## src/rtl/fake_cd_responder.sv

```systemverilog
// CD-ROM drive emulation with no medium: every command ends in a status byte,
// REQUEST SENSE and INQUIRY additionally stream their data bytes to the bridge.
module fake_cd_responder #(
  parameter int         SENSE_LEN = 18,
  parameter int         INQ_LEN   = 36,
  parameter int         BYTE_GAP  = 0,
  parameter int         UNIT_ATTN = 1,
  parameter logic [7:0] NR_ASC    = 8'h3A
) (
  input  logic        CLK,
  input  logic        RESn,
  input  logic [95:0] COMMAND,
  input  logic        COMM_SEND,
  input  logic        CD_RDY,
  output logic        STAT_GET,
  output logic [7:0]  STATUS,
  output logic [7:0]  CD_DATA,
  output logic        CD_WR,
  output logic        BUSY
);

  typedef enum logic [2:0] {IDLE, WR_HI, WR_LO, GAP, STAT} state_t;

  localparam logic [7:0] OP_SENSE = 8'h03;
  localparam logic [7:0] OP_INQ   = 8'h12;

  state_t     state;
  logic [5:0] idx;
  logic [7:0] cnt;
  logic [3:0] gap_cnt;
  logic       is_sense;
  logic       ua_pend;
  logic       ua_clr;

  logic [7:0] opcode;
  logic [7:0] alloc;
  logic [7:0] sense_cnt;
  logic [7:0] inq_cnt;
  logic [7:0] req_cnt;
  logic       is_data_op;
  logic       last_byte;
  logic       all_sent;
  logic       unused_cmd;

  function automatic logic [7:0] data_byte(input logic sense, input logic ua,
                                           input logic [5:0] i);
    logic [7:0] b;
    if (sense) begin
      case (i)
        6'd0:    b = 8'h70;
        6'd2:    b = ua ? 8'h06 : 8'h02;
        6'd7:    b = 8'(SENSE_LEN - 8);
        6'd12:   b = ua ? 8'h29 : NR_ASC;
        default: b = 8'h00;
      endcase
    end else begin
      case (i)
        6'd0:                b = 8'h05;
        6'd1:                b = 8'h80;
        6'd2, 6'd3:          b = 8'h02;
        6'd4:                b = 8'(INQ_LEN - 5);
        6'd5, 6'd6, 6'd7:    b = 8'h00;
        default:             b = 8'h20;
      endcase
    end
    return b;
  endfunction

  assign opcode     = COMMAND[7:0];
  assign alloc      = COMMAND[39:32];
  assign sense_cnt  = (alloc < 8'(SENSE_LEN)) ? alloc : 8'(SENSE_LEN);
  assign inq_cnt    = (alloc < 8'(INQ_LEN)) ? alloc : 8'(INQ_LEN);
  assign is_data_op = (opcode == OP_SENSE) || (opcode == OP_INQ);
  assign req_cnt    = (opcode == OP_SENSE) ? sense_cnt :
                      (opcode == OP_INQ)   ? inq_cnt   : 8'd0;
  // idx counts bytes already strobed; in WR_LO the current byte is not yet counted
  assign last_byte  = (({2'b00, idx} + 8'd1) == cnt);
  assign all_sent   = ({2'b00, idx} == cnt);
  assign unused_cmd = ^{COMMAND[95:40], COMMAND[31:8]};

  always_ff @(posedge CLK or negedge RESn) begin
    if (!RESn) begin
      state    <= IDLE;
      idx      <= '0;
      cnt      <= '0;
      gap_cnt  <= '0;
      is_sense <= 1'b0;
      ua_pend  <= (UNIT_ATTN != 0);
      ua_clr   <= 1'b0;
      STAT_GET <= 1'b0;
      STATUS   <= '0;
      CD_DATA  <= '0;
      CD_WR    <= 1'b0;
      BUSY     <= 1'b0;
    end else begin
      STAT_GET <= 1'b0;
      CD_WR    <= 1'b0;
      case (state)
        IDLE: begin
          if (COMM_SEND) begin
            BUSY     <= 1'b1;
            idx      <= '0;
            cnt      <= req_cnt;
            is_sense <= (opcode == OP_SENSE);
            ua_clr   <= (opcode == OP_SENSE) && (req_cnt != 8'd0);
            if (req_cnt == 8'd0) begin
              state    <= STAT;
              STAT_GET <= 1'b1;
              STATUS   <= is_data_op ? 8'h00 : 8'h02;
            end else if (CD_RDY) begin
              state   <= WR_HI;
              CD_WR   <= 1'b1;
              CD_DATA <= data_byte(opcode == OP_SENSE, ua_pend, 6'd0);
            end else begin
              state   <= GAP;
              gap_cnt <= '0;
            end
          end
        end
        WR_HI: state <= WR_LO;
        WR_LO: begin
          idx <= idx + 6'd1;
          if (BYTE_GAP > 0) begin
            state   <= GAP;
            gap_cnt <= 4'(BYTE_GAP - 1);
          end else if (last_byte) begin
            state    <= STAT;
            STAT_GET <= 1'b1;
            STATUS   <= 8'h00;
          end else if (CD_RDY) begin
            state   <= WR_HI;
            CD_WR   <= 1'b1;
            CD_DATA <= data_byte(is_sense, ua_pend, idx + 6'd1);
          end else begin
            state   <= GAP;
            gap_cnt <= '0;
          end
        end
        // GAP doubles as the wait state while the receiver holds CD_RDY low
        GAP: begin
          if (gap_cnt != 4'd0) begin
            gap_cnt <= gap_cnt - 4'd1;
          end else if (all_sent) begin
            state    <= STAT;
            STAT_GET <= 1'b1;
            STATUS   <= 8'h00;
          end else if (CD_RDY) begin
            state   <= WR_HI;
            CD_WR   <= 1'b1;
            CD_DATA <= data_byte(is_sense, ua_pend, idx);
          end
        end
        STAT: begin
          BUSY  <= 1'b0;
          state <= IDLE;
          if (ua_clr) ua_pend <= 1'b0;
          ua_clr <= 1'b0;
        end
        default: state <= IDLE;
      endcase
    end
  end

endmodule

```

## config.mk

```make
export PLATFORM = sky130hd
export DESIGN_NAME = fake_cd_responder
export DESIGN_NICKNAME = d
export VERILOG_FILES = /design/src/rtl/fake_cd_responder.sv
export SDC_FILE = /design/constraint.sdc
export NUM_CORES = 1
export LEC_CHECK = 0
export CAP_MARGIN = 20
export CORE_MARGIN = 10
export CORE_UTILIZATION = 40
export DETAILED_ROUTE_END_ITERATION = 6
export PLACE_DENSITY = 0.75
export SLEW_MARGIN = 10
export SYNTH_ARGS = -nofsm -noshare
export SYNTH_HDL_FRONTEND = slang
export SYNTH_SLANG_ARGS = --single-unit
```

## constraint.sdc

```tcl
create_clock -name CLK -period 6.1 [get_ports CLK]
set_input_delay 1.22 -clock CLK [delete_from_list [all_inputs] [get_ports CLK]]
set_output_delay 1.22 -clock CLK [all_outputs]
set_load 0.005 [all_outputs]
```

==> flow_metrics.py <==
metrics = {
    "run_status": {
        "status": "completed",
    },
    "clock_tree": {
        "cts_buffers": 5,
        "clock_sinks": 36,
        "worstSkewPairLatency_ns": 0.30,
        "htree_levels": 2,
        "clk_pin_slew_worst_paths_ns": 0.08,
        "root_buffer": "clkbuf_8",
        "cts_buffer_depth": 2,
        "cts_tree": "built",
        "post_cts_buffers": 0,
        "cts_hold_buf": 0,
        "cts_resized": 0,
    },
    "place": {
        "pre_cts_ws_ns": 2.331,
        "place_area_mm2": 0.002968,
        "gp_congestion": 0.9183,
        "io_buffers": 31,
        "place_hpwl_um": 4894,
    },
    "drt": {
        "wl_um": 6721,
        "drc": 0,
        "wl_met2_um": 3069,
        "drt_pre_antenna_iters": 5,
        "drtIter0Drc": 241,
        "wl_met1_um": 2981,
        "antenna_left": 0,
        "top_layer_used": "met4",
        "routed_via_density": 6.017,
        "routedWlPerCell_um": 16.64,
        "wl_met3_um": 557,
        "vias": 2431,
    },
    "sta": {
        "finalHoldViolCount": 0,
        "finalMaxSlewViolations": 0,
        "setup_ws_ns": 2.640,
        "fin_skew_ns": 0.009333,
        "hold_ws_ns": 0.4297,
        "worst_slew_pin_slew_ns": 0.8052,
        "fin_crit_ns": 3.460,
        "finalSetupViolCount": 0,
        "post-route-period-util_pct": 56.72,
        "setup_tns_ns": 0,
        "maxSlewHeadroom_pct": 46.32,
        "rsz0062_at_grt": "no",
        "max_freq_ghz": 0.2890,
    },
    "cells_and_area": {
        "stdcell_area_mm2": 0.003083,
        "n_antenna_cell": 0,
        "mostFrequentLayoutCells": "dfrtp_1 (35), clkdlybuf4s50_1 (30), nand2_1 (24)",
        "multi_input_area_mm2": 0.001604,
        "seq_area_um2": 902.1,
        "drive_gt1_share_pct": 6.422,
        "nFillCells": 629,
        "syn2layout_area_growth_pct": 15.30,
        "final_net_count": 433,
        "final_common_cell": "dfrtp_1",
    },
    "critical_path": {
        "critPathKind": "in -> reg",
        "rr_worst_depth": 7,
        "slowest_delay_ns": 0.53,
        "r2r-start": "idx[1]",
        "cp-endpoint": "CD_DATA[7]",
        "critPathMaxFanout": 9,
        "cp.arrival_ns": 3.64,
        "required_ns": 6.28,
        "reg2reg_to": "CD_DATA[4]",
        "worst_path_max_delay_cell": "or4_4",
        "cp-end-kind": "flip-flop",
        "rrSetupSlack_ns": 2.93,
        "startpoint_type": "primary input",
        "crit_chain": "clkdlybuf4s50_1 -> or3_1 -> or4_4 -> nand2_1 -> nor2_1 -> o2111ai_4 -> mux2_2",
        "crit_path_start": "COMMAND[36]",
    },
    "pwr": {
        "combPwrFrac_pct": 14.4,
        "p_sw_w": 0.0001462,
        "p_leak_nw": 1.267,
        "clockPowerShare_pct": 39.3,
        "p_per_area_mw_per_mm2": 181.1,
        "seq_power_share_pct": 46.3,
        "sw_frac_of_total_pct": 26.18,
        "internal_power_w": 0.0004123,
        "max-vdd-ir-drop_mv": 0.1305,
    },
    "grt": {
        "grt_use_total_pct": 13.19,
        "grt_pass1_vias": 2384,
        "antenna_found_initial": 0,
        "grt_pass1_wl_um": 11350,
        "grt_overflow": 0,
        "grt_max_degree": 37,
    },
    "die": {
        "die_w_um": 101.8,
        "core_area_mm2": 0.006422,
        "die-area_mm2": 0.01036,
        "rows": 29,
        "die_h_um": 101.8,
        "boundaryPins": 119,
        "start_util_pct": 41.63,
    },
    "worst_hold_path": {
        "min_path_type": "reg -> reg",
    },
    "logic_synthesis": {
        "synthesis.area_mm2": 0.002674,
        "ys_ff_latch": 36,
        "synth_edf_count": 0,
        "yosysSeqAreaShare_pct": 33.74,
        "syn_inst": 306,
        "syn_area_per_cell_um2": 8.738,
        "yosysWarningCount": 0,
        "synth.distinct_cells": 62,
        "synthFlopType": "dfrtp_1",
        "async_flop_share_pct": 100.0,
    },
    "job": {
        "drv_cap": 0,
    },
}
-- Yosys cell counts, drive strengths merged, types with 8 or more instances --
library cell   n  area [um^2]
a21oi          8        40.04
buf           16        98.84
clkbuf         8        31.28
dfrtp         35        875.8
inv           16        60.06
nand2         24        90.09
nand3         14        70.07
nand4          9        62.56
nor2          21        78.83
o21ai         20        100.1
o31ai          8        60.06
xnor2          8        70.07
xor2           8        70.07
-- per-layer routing --
layer	track usage (%)	up-vias
li1	-	1160
met1	17.09	1141
met2	20.73	116
met3	3.472	14
met4	4.510	0
met5	0	-
-- worst max-delay path, delay by kind of cell --
kind            cells  cell delay [ns]
compound gates      1             0.41
mux                 1             0.38
buf+inv             1             0.45
simple gates        4             1.18
-- worst min path at each step --
stage	start	to	slack, ns	cells past startpoint
floorplan	ua_clr	ua_pend	0.40	1
global placement	ua_clr	ua_pend	0.42	1
detailed placement	ua_clr	ua_pend	0.42	1
CTS	ua_clr	ua_pend	0.43	1
global route	ua_clr	ua_pend	0.45	1
finish	ua_clr	ua_pend	0.43	1
-- power by group through the flow --
stage	sequential (W)	combinational [W]	clock, W
4_1_cts	0.000259	0.0000812	0.000223
5_1_grt	0.000260	0.0000901	0.000237
3_5_place_dp	0.000264	0.0000804	0
2_1_floorplan	0.000261	0.0000430	0
3_3_place_gp	0.000263	0.0000792	0
6_report	0.000259	0.0000804	0.000219
-- metrics by stage --
| step | cells | util, % | power (W) |
|---|---|---|---|
| floorplan | 312 | - | 0.0003039 |
| global placement | 396 | 46.21 | 0.0003420 |
| detailed placement | 396 | 46.21 | 0.0003440 |
| CTS | 404 | 48.00 | 0.0005632 |
| global route | 404 | 48.00 | 0.0005874 |
| finish | 404 | 48.00 | 0.0005585 |
-- sequential cells by signal (all words and copies together) (netlist names) --
register and flops:
state 3, gap_cnt 4, cnt 8, idx 6
CD_WR 1, ua_pend 1, BUSY 1, STATUS 1
ua_clr 1, STAT_GET 1, is_sense 1, CD_DATA 8
-- kinds of logic (layout without fill, tap and decap cells) --
kind of cell	Yosys count	in the layout	synth area share [%]
multiplexers	12	12	5.241
buffers and inverters	40	55	7.113
AO/OA/AOI/OAI	83	83	22.98
XOR/XNOR	16	16	5.241
other	1	7	0.1402
adder cells (fa/ha/maj)	7	7	3.275
AND/OR/NAND/NOR	111	111	22.27
flip-flops	36	36	33.74
-- cell type report --
| type | instances | area share, % |
|---|---|---|
| clock buffers | 5 | 2.232 |
| well taps | 77 | 3.125 |
| clock inverters | 3 | 1.502 |
| flip-flops and latches | 36 | 29.26 |
| inverters | 16 | 1.948 |
| repair buffers | 31 | 9.903 |
| multi-input cells | 236 | 52.03 |
Note: power is estimated with default switching activity, not from simulation.
